===== config.mk =====
export PLATFORM = sky130hd
export DESIGN_NAME = alu_seq_core_flat
export DESIGN_NICKNAME = d
export VERILOG_FILES = /design/src/rtl/alu_seq_pkg.sv /design/src/rtl/alu_seq_if.sv /design/src/rtl/alu_seq_step.sv /design/src/rtl/alu_seq_core.sv /design/src/flat_wrapper.sv
export SDC_FILE = /design/constraint.sdc
export NUM_CORES = 1
export LEC_CHECK = 0
export ABC_CLOCK_PERIOD_IN_PS = 4580
export CORE_MARGIN = 2
export CORE_UTILIZATION = 55
export CTS_CLUSTER_DIAMETER = 80
export DETAILED_ROUTE_END_ITERATION = 16
export GPL_TIMING_DRIVEN = 0
export PLACE_DENSITY_LB_ADDON = 0.15
export SYNTH_ARGS = -nofsm -noshare
export SYNTH_HDL_FRONTEND = slang
export SYNTH_SLANG_ARGS = --single-unit

===== constraint.sdc =====
create_clock -name clk -period 4.58 [get_ports clk]
set_input_delay 1.374 -clock clk [delete_from_list [all_inputs] [get_ports clk]]
set_output_delay 1.374 -clock clk [all_outputs]
set_load 0.01 [all_outputs]

===== src/rtl/alu_seq_pkg.sv =====
// Shared types for the sequential ALU: opcodes, FSM states and status-flag bit positions.
package alu_seq_pkg;

  typedef enum logic [3:0] {
    OP_NOT = 4'h0,
    OP_AND = 4'h1,
    OP_OR  = 4'h2,
    OP_XOR = 4'h3,
    OP_ADD = 4'h4,
    OP_ADC = 4'h5,
    OP_SUB = 4'h6,
    OP_SBC = 4'h7,
    OP_INC = 4'h8,
    OP_DEC = 4'h9,
    OP_SHL = 4'hA,
    OP_SHR = 4'hB,
    OP_ROL = 4'hC,
    OP_ROR = 4'hD,
    OP_CMP = 4'hE,
    OP_MUL = 4'hF
  } op_e;

  typedef enum logic [1:0] {
    ST_IDLE = 2'd0,
    ST_BUSY = 2'd1,
    ST_DONE = 2'd2
  } state_e;

  localparam int FLAG_Z = 0;
  localparam int FLAG_S = 1;
  localparam int FLAG_C = 2;
  localparam int FLAG_V = 3;

endpackage


===== src/rtl/alu_seq_if.sv =====
// Request/response bus of the sequential ALU.
// Handshake: a transfer happens on a rising edge where valid && ready; the sender holds its
// payload stable while valid is high and ready is low, and the receiver samples only on transfer.
interface alu_seq_if #(parameter int WIDTH = 20);
  logic             in_valid;
  logic             in_ready;
  logic [3:0]       op;
  logic [WIDTH-1:0] a;
  logic [WIDTH-1:0] b;
  logic             out_valid;
  logic             out_ready;
  logic [WIDTH-1:0] result;
  logic [3:0]       flags;

  modport master (
    output in_valid, op, a, b, out_ready,
    input  in_ready, out_valid, result, flags
  );

  modport slave (
    input  in_valid, op, a, b, out_ready,
    output in_ready, out_valid, result, flags
  );
endinterface


===== src/rtl/alu_seq_step.sv =====
// One iteration of a shift/rotate (one bit) or of the shift-add multiply (ALU_SEQ_MUL_EN).
module alu_seq_step
  import alu_seq_pkg::*;
#(
  parameter int WIDTH = 20
) (
  input  op_e              op_i,
  input  logic [WIDTH-1:0] val_i,
`ifdef ALU_SEQ_MUL_EN
  input  logic [WIDTH-1:0] hi_i,
  input  logic [WIDTH-1:0] mcand_i,
  output logic [WIDTH-1:0] hi_o,
`endif
  output logic [WIDTH-1:0] val_o,
  output logic             cout_o
);

`ifdef ALU_SEQ_MUL_EN
  logic [WIDTH:0] psum;
`endif

  always_comb begin
    val_o  = val_i;
    cout_o = 1'b0;
`ifdef ALU_SEQ_MUL_EN
    hi_o = hi_i;
    psum = '0;
`endif
    case (op_i)
      OP_SHL: begin
        val_o  = {val_i[WIDTH-2:0], 1'b0};
        cout_o = val_i[WIDTH-1];
      end
      OP_SHR: begin
        val_o  = {1'b0, val_i[WIDTH-1:1]};
        cout_o = val_i[0];
      end
      OP_ROL: begin
        val_o  = {val_i[WIDTH-2:0], val_i[WIDTH-1]};
        cout_o = val_i[WIDTH-1];
      end
      OP_ROR: begin
        val_o  = {val_i[0], val_i[WIDTH-1:1]};
        cout_o = val_i[0];
      end
`ifdef ALU_SEQ_MUL_EN
      OP_MUL: begin
        // {hi,lo} holds partial product over the unconsumed multiplier bits in lo.
        psum = {1'b0, hi_i} + (val_i[0] ? {1'b0, mcand_i} : '0);
        {hi_o, val_o} = {psum, val_i[WIDTH-1:1]};
      end
`endif
      default: ;
    endcase
  end

endmodule


===== src/rtl/alu_seq_core.sv =====
// Multi-cycle ALU with persistent V/C/S/Z status register.
// Optional feature macro: ALU_SEQ_MUL_EN (iterative unsigned multiply on op F).
module alu_seq_core
  import alu_seq_pkg::*;
#(
  parameter int WIDTH = 20
) (
  input  logic        clk,
  input  logic        rst_n,
  alu_seq_if.slave    bus,
  output state_e      dbg_state_o
);

  localparam int SHAMT_W = $clog2(WIDTH) + 1;
  localparam int MSB     = WIDTH - 1;
  localparam logic [SHAMT_W-1:0] WIDTH_N = SHAMT_W'(WIDTH);

  state_e             state_q, state_d;
  op_e                op_q, op_d;
  logic [WIDTH-1:0]   work_q, work_d;
  logic [SHAMT_W-1:0] cnt_q, cnt_d;
  logic [WIDTH-1:0]   result_q, result_d;
  logic [3:0]         flags_q, flags_d;
`ifdef ALU_SEQ_MUL_EN
  logic [WIDTH-1:0]   hi_q, hi_d;
  logic [WIDTH-1:0]   mcand_q, mcand_d;
  logic [WIDTH-1:0]   step_hi;
`endif

  op_e                op_in;
  logic [SHAMT_W-1:0] shamt;
  logic [WIDTH:0]     sum;
  logic [WIDTH-1:0]   sc_res, zs;
  logic [3:0]         sc_flags, it_flags;
  logic               c_in, v_in, keep_flags, iter_in;
  logic [SHAMT_W-1:0] steps_in;
  logic [WIDTH-1:0]   step_val;
  logic               step_cout;

  assign op_in = op_e'(bus.op);
  assign shamt = bus.b[SHAMT_W-1:0];

  // Single-cycle results and flags, evaluated from the live operands in IDLE.
  always_comb begin
    sum        = '0;
    sc_res     = '0;
    c_in       = 1'b0;
    v_in       = 1'b0;
    keep_flags = 1'b0;
    iter_in    = 1'b0;
    steps_in   = '0;
    case (op_in)
      OP_NOT: sc_res = ~bus.a;
      OP_AND: sc_res = bus.a & bus.b;
      OP_OR:  sc_res = bus.a | bus.b;
      OP_XOR: sc_res = bus.a ^ bus.b;
      OP_ADD, OP_ADC: begin
        sum    = {1'b0, bus.a} + {1'b0, bus.b}
               + {{WIDTH{1'b0}}, (op_in == OP_ADC) & flags_q[FLAG_C]};
        sc_res = sum[WIDTH-1:0];
        c_in   = sum[WIDTH];
        v_in   = (bus.a[MSB] == bus.b[MSB]) && (sc_res[MSB] != bus.a[MSB]);
      end
      OP_SUB, OP_SBC, OP_CMP: begin
        sum    = {1'b0, bus.a} + {1'b0, ~bus.b}
               + {{WIDTH{1'b0}}, ~((op_in == OP_SBC) & flags_q[FLAG_C])};
        sc_res = (op_in == OP_CMP) ? bus.a : sum[WIDTH-1:0];
        c_in   = ~sum[WIDTH];
        v_in   = (bus.a[MSB] != bus.b[MSB]) && (sum[MSB] != bus.a[MSB]);
      end
      OP_INC: begin
        sum    = {1'b0, bus.a} + (WIDTH+1)'(1);
        sc_res = sum[WIDTH-1:0];
        c_in   = sum[WIDTH];
        v_in   = ~bus.a[MSB] & sc_res[MSB];
      end
      OP_DEC: begin
        sum    = {1'b0, bus.a} + {1'b0, {WIDTH{1'b1}}};
        sc_res = sum[WIDTH-1:0];
        c_in   = ~sum[WIDTH];
        v_in   = bus.a[MSB] & ~sc_res[MSB];
      end
      OP_SHL, OP_SHR: begin
        sc_res   = bus.a;
        iter_in  = |shamt;
        steps_in = (shamt > WIDTH_N) ? WIDTH_N : shamt;
      end
      OP_ROL, OP_ROR: begin
        sc_res   = bus.a;
        iter_in  = |shamt;
        steps_in = shamt;
      end
      OP_MUL: begin
`ifdef ALU_SEQ_MUL_EN
        iter_in  = 1'b1;
        steps_in = WIDTH_N;
`else
        keep_flags = 1'b1;
`endif
      end
      default: ;
    endcase
    zs = (op_in == OP_CMP) ? sum[WIDTH-1:0] : sc_res;
    sc_flags         = '0;
    sc_flags[FLAG_Z] = ~|zs;
    sc_flags[FLAG_S] = zs[MSB];
    sc_flags[FLAG_C] = c_in;
    sc_flags[FLAG_V] = v_in;
    if (keep_flags) sc_flags = flags_q;
  end

  alu_seq_step #(.WIDTH(WIDTH)) u_step (
    .op_i    (op_q),
    .val_i   (work_q),
`ifdef ALU_SEQ_MUL_EN
    .hi_i    (hi_q),
    .mcand_i (mcand_q),
    .hi_o    (step_hi),
`endif
    .val_o   (step_val),
    .cout_o  (step_cout)
  );

  always_comb begin
    it_flags         = '0;
    it_flags[FLAG_Z] = ~|step_val;
    it_flags[FLAG_S] = step_val[MSB];
    it_flags[FLAG_C] = step_cout;
`ifdef ALU_SEQ_MUL_EN
    if (op_q == OP_MUL) begin
      it_flags[FLAG_C] = |step_hi;
      it_flags[FLAG_V] = |step_hi;
    end
`endif
  end

  always_comb begin
    state_d  = state_q;
    op_d     = op_q;
    work_d   = work_q;
    cnt_d    = cnt_q;
    result_d = result_q;
    flags_d  = flags_q;
`ifdef ALU_SEQ_MUL_EN
    hi_d    = hi_q;
    mcand_d = mcand_q;
`endif
    case (state_q)
      ST_IDLE: begin
        if (bus.in_valid) begin
          op_d = op_in;
          if (iter_in) begin
            state_d = ST_BUSY;
            cnt_d   = steps_in;
            work_d  = bus.a;
`ifdef ALU_SEQ_MUL_EN
            if (op_in == OP_MUL) begin
              work_d  = bus.b;
              hi_d    = '0;
              mcand_d = bus.a;
            end
`endif
          end else begin
            state_d  = ST_DONE;
            result_d = sc_res;
            flags_d  = sc_flags;
          end
        end
      end
      ST_BUSY: begin
        work_d = step_val;
`ifdef ALU_SEQ_MUL_EN
        hi_d = step_hi;
`endif
        cnt_d = cnt_q - SHAMT_W'(1);
        if (cnt_q == SHAMT_W'(1)) begin
          state_d  = ST_DONE;
          result_d = step_val;
          flags_d  = it_flags;
        end
      end
      ST_DONE: if (bus.out_ready) state_d = ST_IDLE;
      default: state_d = ST_IDLE;
    endcase
  end

  always_ff @(posedge clk or negedge rst_n) begin
    if (!rst_n) begin
      state_q  <= ST_IDLE;
      op_q     <= OP_NOT;
      work_q   <= '0;
      cnt_q    <= '0;
      result_q <= '0;
      flags_q  <= '0;
`ifdef ALU_SEQ_MUL_EN
      hi_q    <= '0;
      mcand_q <= '0;
`endif
    end else begin
      state_q  <= state_d;
      op_q     <= op_d;
      work_q   <= work_d;
      cnt_q    <= cnt_d;
      result_q <= result_d;
      flags_q  <= flags_d;
`ifdef ALU_SEQ_MUL_EN
      hi_q    <= hi_d;
      mcand_q <= mcand_d;
`endif
    end
  end

  assign bus.in_ready  = (state_q == ST_IDLE);
  assign bus.out_valid = (state_q == ST_DONE);
  assign bus.result    = result_q;
  assign bus.flags     = flags_q;
  assign dbg_state_o   = state_q;

endmodule

===== src/flat_wrapper.sv =====
// flat-port wrapper written by rule: the top's interface ports become plain ports
module alu_seq_core_flat import alu_seq_pkg::*;
#(
  parameter int WIDTH = 20
)
  (clk, rst_n, dbg_state_o, bus_in_valid, bus_op, bus_a, bus_b, bus_out_ready, bus_in_ready, bus_out_valid, bus_result, bus_flags);
  alu_seq_if #(.WIDTH(WIDTH)) bus_i ();
  input  logic clk;
  input  logic rst_n;
  output state_e dbg_state_o;
  input wire logic [$bits(bus_i.in_valid)-1:0] bus_in_valid;
  input wire logic [$bits(bus_i.op)-1:0] bus_op;
  input wire logic [$bits(bus_i.a)-1:0] bus_a;
  input wire logic [$bits(bus_i.b)-1:0] bus_b;
  input wire logic [$bits(bus_i.out_ready)-1:0] bus_out_ready;
  output wire logic [$bits(bus_i.in_ready)-1:0] bus_in_ready;
  output wire logic [$bits(bus_i.out_valid)-1:0] bus_out_valid;
  output wire logic [$bits(bus_i.result)-1:0] bus_result;
  output wire logic [$bits(bus_i.flags)-1:0] bus_flags;
  assign bus_i.in_valid = bus_in_valid;
  assign bus_i.op = bus_op;
  assign bus_i.a = bus_a;
  assign bus_i.b = bus_b;
  assign bus_i.out_ready = bus_out_ready;
  assign bus_in_ready = bus_i.in_ready;
  assign bus_out_valid = bus_i.out_valid;
  assign bus_result = bus_i.result;
  assign bus_flags = bus_i.flags;
  alu_seq_core #(.WIDTH(WIDTH)) u_core (.clk(clk), .rst_n(rst_n), .bus(bus_i), .dbg_state_o(dbg_state_o));
endmodule

# Word-level counts from Yosys, hierarchy flattened
# Cells that the tools add are included.
dict set report classes {
  muxes 32
  div 0
  n_addsub 7
  shifts 0
  n_bitwise 14
  magnitude_cmp 1
  n_mul 0
  n_eq_ne 32
  n_reduce_logical 22
}
# op count
set op_table {}
lappend op_table {{20-bit one-hot mux with 9 select lines} 1}
lappend op_table {{20-bit one-hot mux with 4 select lines} 2}
lappend op_table {{20-bit two-way mux} 7}
lappend op_table {{20-bit one-hot mux with 2 select lines} 2}
lappend op_table {{4-bit equality test (second input constant)} 12}
lappend op_table {{20-bit by 20-bit adder with 21-bit output} 2}
lappend op_table {{21-bit by 1-bit adder with 21-bit output} 2}
lappend op_table {{20-bit NOT} 2}
lappend op_table {{20-bit OR reduction} 2}
lappend op_table {{6-bit one-hot mux with 2 select lines} 2}
lappend op_table {{20-bit by 1-bit adder with 21-bit output (second input constant)} 1}
lappend op_table {{20-bit by 20-bit adder with 21-bit output (second input constant)} 1}
lappend op_table {{20-bit AND} 1}
lappend op_table {{20-bit bitwise OR} 1}
lappend op_table {{20-bit XOR} 1}
lappend op_table {{6-bit two-way mux} 3}
lappend op_table {{4-bit by 3-bit equality test with 1-bit output (second input constant)} 4}
lappend op_table {{4-bit two-way mux} 4}
lappend op_table {{2-bit OR reduction} 5}
lappend op_table {{4-bit by 2-bit equality test with 1-bit output (second input constant)} 2}
lappend op_table {{2-bit two-way mux} 4}
lappend op_table {{2-bit inequality test (second input constant)} 4}
lappend op_table {{1-bit one-hot mux with 4 select lines} 2}
lappend op_table {{4-bit one-hot mux with 2 select lines} 1}
lappend op_table {{26 further kinds} 40}
dict set report word_totals {
  latch_bits 0
  out_inout_bits 28
  ramBits 0
  ff_bits 56
  memories 0
  romBits 0
}

# Depth between registers and ports, before layout
dict set report depth {
  word_depth 13
  mapped_depth 20
}

# Modules after synthesis
# From an unflattened synthesis, not the netlist that was laid out.
dict set report unflattened {
  cells_unflattened 1099
  area_unflattened_um2 7985.2
}
# mod cells_each instances area_each_um2
set by_module_without_submodules {}
lappend by_module_without_submodules {alu_seq_core 1019 1 7425.9}
lappend by_module_without_submodules {alu_seq_step 80 1 559.3}

# Worst setup path before layout
# No wires, ideal clock.
dict set report synth_timing {
  kind {in2reg}
  from {input bus_op[3]}
  to {register u_core.flags_q[0], in the netlist u_core.bus.flags[0]}
  t_arrival_ns 5.564
  path_slack_ns -1.071
  setup_time_ns 0.087
  path_buffers 4
  cell_stages 18
  cell_sequence {buf_2 -> clkbuf_1 -> clkbuf_1 -> buf_1 -> nor2_1 -> nand3_1 -> nor2_1 -> fa_1 -> fa_1 -> nor2_1 -> o311ai_1 -> and2_1 -> a311o_1 -> or4_1 -> nor4_1 -> nand4_1 -> or4_1 -> a211oi_2}
}
dict set report synth_via {
  elab_chain_cells 13
  elab_cells_between_ends 39
  cone_classes {2 x add/sub; 17 x eq/ne; 10 x mux; 3 x bitwise; 7 x reduce/logical}
}
# item line_no
set synth_lines {}
lappend synth_lines {{from (decl)} flat_wrapper.sv:12} ;# input wire logic [$bits(bus_i.op)-1:0] bus_op;
lappend synth_lines {{4-bit by 3-bit equality test with 1-bit output} {alu_seq_core.sv:52, alu_seq_core.sv:66}}
lappend synth_lines {{1-bit AND} alu_seq_core.sv:66} ;# + {{WIDTH{1'b0}}, ~((op_in == OP_SBC) & flags_q[FLAG_C])};
lappend synth_lines {{1-bit NOT} alu_seq_core.sv:66}
lappend synth_lines {{21-bit by 1-bit adder with 21-bit output} alu_seq_core.sv:66}
lappend synth_lines {{20-bit two-way mux} alu_seq_core.sv:67} ;# sc_res = (op_in == OP_CMP) ? bus.a : sum[WIDTH-1:0];
lappend synth_lines {{20-bit one-hot mux with 9 select lines} alu_seq_core.sv:52} ;# case (op_in)
lappend synth_lines {{20-bit two-way mux} alu_seq_core.sv:103} ;# zs = (op_in == OP_CMP) ? sum[WIDTH-1:0] : sc_res;
lappend synth_lines {{20-bit OR reduction} alu_seq_core.sv:105} ;# sc_flags[FLAG_Z] = ~|zs;
lappend synth_lines {{1-bit logical NOT} alu_seq_core.sv:105}
lappend synth_lines {{4-bit two-way mux} alu_seq_core.sv:109} ;# if (keep_flags) sc_flags = flags_q;
lappend synth_lines {{4-bit two-way mux} alu_seq_core.sv:152} ;# if (iter_in) begin
lappend synth_lines {{4-bit two-way mux} alu_seq_core.sv:150} ;# if (bus.in_valid) begin
lappend synth_lines {{4-bit one-hot mux with 2 select lines} alu_seq_core.sv:148} ;# case (state_q)
lappend synth_lines {{to (signal assigned)} alu_seq_core.sv:205} ;# flags_q <= flags_d;
lappend synth_lines {{to (decl)} alu_seq_core.sv:23} ;# logic [3:0] flags_q, flags_d;
# Several ways; a longest one is shown, not always the timed one. The select of a mux whose other input is x is not followed.
# A chain may end at the register's enable or synchronous reset.

# Worst setup path in the final report
dict set report layout_timing {
  from {input bus_op[1]}
  to {register u_core.flags_q[0], in the netlist u_core.bus.flags[0]}
}
# Same word-level chain as after synthesis.

==> flow_summary.toml <==
[outcome]
status = "finished, violations left"
violations = "setup timing"

[finish]
diodes = 0
fin_nets = 1404
fill_cells = 1159
drive_gt1_frac = 0.204
final_util = 0.735
multi_input_area_um2 = 6820
layout.area.seq_um2 = 1400
area_growth_pct = 29.7

[yosys]
synthArstFlopShare = 1.00
syn_inst = 1136
yosys.area.top_type_share = 0.169
syn-num-nets = 1253
synthFlopType = "dfrtp_1"
avgSynthCellArea_um2 = 7.30
yosysUniqueCellTypes = 87
synth_seq_cells = 56
yosys_warnings = 0
yosysSeqAreaShare = 0.169
yosysMostFrequentCell = "nor2_1"
yosysTopAreaCell = "dfrtp_1"
syn_area_um2 = 8300
synth_edf_count = 0
synth_common_cells = "nor2_1 (123), a21oi_1 (107), nand2_1 (98)"
synth_area_leaders = "dfrtp_1 (17%), ha_1 (9.8%), a21oi_1 (6.5%), nor2_1 (5.6%), o21ai_0 (4.6%)"

[global_route]
grt.met2_usage = 0.645
grt_use_met3 = 0.0810
grt_antenna_before_repair = 0
busiest_layer = "met2"
grt_pass1_vias = 9626
grt_max_degree = 36
grt.total_usage = 0.409
grt_use_met1 = 0.521
grt_pass1_wl_um = 52200
grt_overflow = 0

[clock_tree]
cts_hold_buf = 0
cts_root_buffer = "clkbuf_16"
htree_levels = 2
cts_buffers = 5
clock-sinks = 56
clockBufferDepth = 2
clkLatencyLatePin_ps = 300
clk_pin_slew_ps = 70
cts_tree = "done"

[placed_design]
gp_congestion = 1.05
numPortBuffers = 73
dpl.hpwl_um = 24700

[timing]
timing.fmax_ghz = 0.199
holdWs_ps = 480
finalMaxSlewViolations = 0
setup_violations = 3
final.setup.worst_slack_ps = -433
rsz0062_at_grt = "true"
max-slew-margin-rel = 0.149
totalNegativeSetupSlack_ps = -600
hold_viol_final = 0
fin_crit_ps = 5010
fin_crit_sh = 1.09
worst_pin_slew_ps = 1270
fin_worst_skew_ps = 9.42

[critical_path]
crit_path_end_kind = "flop"
path_cells = "buf_4, buf_6, nor2b_4, nand3_2, fa_2, fa_2, nor2b_2, o31a_1, o21a_1, o21a_1, o32ai_2, a311o_1, or4_4, nor4_4, nand4_1, or4_4, a211oi_2"
critPathMaxFanout = 5
critical_path_buf_inv_count = 2
critical-path-max-stage-delay_ps = 450
crit_required_ps = 4800
critPathKind = "input port to flop"
crit_arrival_ps = 5240
start_kind = "input port"
slowest_stage = "or4_4"
path_delay_family = "simple AND/OR/NAND/NOR gates"

[floorplanning]
num_rows = 44
die_w_um = 127
start_util = 0.567
die_h_um = 127
die_area_um2 = 16100
core-area_um2 = 14600
io_pins = 76

[route]
drt-initial-drc-count = 1538
drt-wirelength-per-cell_um = 23.2
drc = 0
dr.pass1.iters = 6
drt_wl_total_um = 34100
drt-vias-per-instance = 6.96
postRouteAntennaNets = 0
via_count = 10247

[min_path]
hp-class = "flop to flop"

[pwr]
fin_total_pwr_mw = 3.88
power_density_nw_per_um2 = 360
irDropWorstVdd_v = 0.000247
leakagePower_nw = 4.46

[flow_run]
cap_viol_max_count = 0
==> area by class of cell <==
type                    instances  share of cell area
plain buffers                  71              0.0449
clock buffers                   6              0.0129
clock inverters                 2             0.00361
inverters                      77              0.0294
multi-input cells             924               0.633
flip-flops and latches         56               0.130
well taps                     184              0.0214
repair buffers                152               0.124
==> flip-flops by register name, indices dropped and copies added, names as in the netlist <==
register            count
u_core.op_q             4
u_core.bus.flags        4
u_core.bus.result      20
u_core.cnt_q            6
u_core.work_q          20
u_core.dbg_state_o      2
==> layer usage <==
metal | routed length [um] | vias to the layer above | share of wire
met5 | 0 | - | 0
met4 | 2450 | 0 | 0.072
met3 | 3970 | 243 | 0.12
met2 | 14900 | 838 | 0.44
met1 | 12800 | 4713 | 0.38
li1 | - | 4453 | -
==> power by group <==
| part | switching, mW | leakage [nW] | internal, mW |
|---|---|---|---|
| sequential | 0.207 | 0.702 | 0.721 |
| combinational | 1.48 | 3.67 | 1.01 |
| clock | 0.182 | 0.0871 | 0.274 |
==> cells by family (layout without fill, tap and decap cells) <==
| logic type | after synthesis | after routing | synth area share |
|---|---|---|---|
| and+or+nand+nor | 412 | 412 | 0.246 |
| AOI/OAI and AO/OA | 351 | 351 | 0.276 |
| buffers and inverters | 156 | 308 | 0.0778 |
| adders and majority gates | 69 | 69 | 0.108 |
| DFF | 56 | 56 | 0.169 |
| muxes | 48 | 48 | 0.0772 |
| xor gates and xnor gates | 44 | 44 | 0.0464 |
==> placed cells by master, fill, tap and decap left out, drive strengths merged, types with 15 or more instances in the layout <==
| master | n |
|---|---|
| nor2 | 123 |
| buf | 116 |
| a21oi | 107 |
| nand2 | 98 |
| o21ai | 79 |
| inv | 71 |
| ha | 65 |
| dfrtp | 56 |
| clkdlybuf4s50 | 50 |
| clkbuf | 50 |
| nor3 | 44 |
| xnor2 | 39 |
| mux2i | 28 |
| nand3 | 26 |
| nand4 | 19 |
| a31oi | 19 |
| nor4 | 18 |
| a211oi | 15 |
==> repair_timing <==
| item | 4_1_cts | 5_1_grt |
|---|---|---|
| setup endpoints to repair | 21 | 13 |
| buffers inserted | 43 | 36 |
| endpoints found under the hold margin | 0 | 0 |
| resized for setup | 130 | 108 |
| pin swaps | 47 | 50 |
==> through the flow <==
step	cells	instance area, um^2	worst slack [ps]
after CTS	1444	10300	-547
after detailed placement	1395	9370	-2110
final	1472	10800	-433
after global placement	1393	9350	-2070
after global routing	1472	10800	-521
after floorplan	1136	8390	-676
==> path summary, 6_finish.rpt <==
kind	startpoint	endpoint	slack (ps)	cells past startpoint
worst max-delay path	bus_op[1]	u_core.bus.flags[0]$_DFFE_PN0P_	-430	17
worst min-delay path	u_core.bus.result[3]$_DFFE_PN0P_	u_core.bus.result[3]$_DFFE_PN0P_	480	2
worst max register to register	u_core.bus.flags[2]$_DFFE_PN0P_	u_core.bus.flags[0]$_DFFE_PN0P_	520	15
worst min register to register	u_core.bus.result[3]$_DFFE_PN0P_	u_core.bus.result[3]$_DFFE_PN0P_	480	2
max in group asynchronous	rst_n	u_core.bus.result[19]$_DFFE_PN0P_	2980	2
min in group asynchronous	rst_n	u_core.work_q[10]$_DFFE_PN0P_	1040	1
==> tightest hold or removal path, cell delays in order (launching register included) <==
cell	delay, ps
dfrtp_1	340
nand2_1	40
o21ai_0	60
Note: power is estimated with default switching activity, not from simulation.
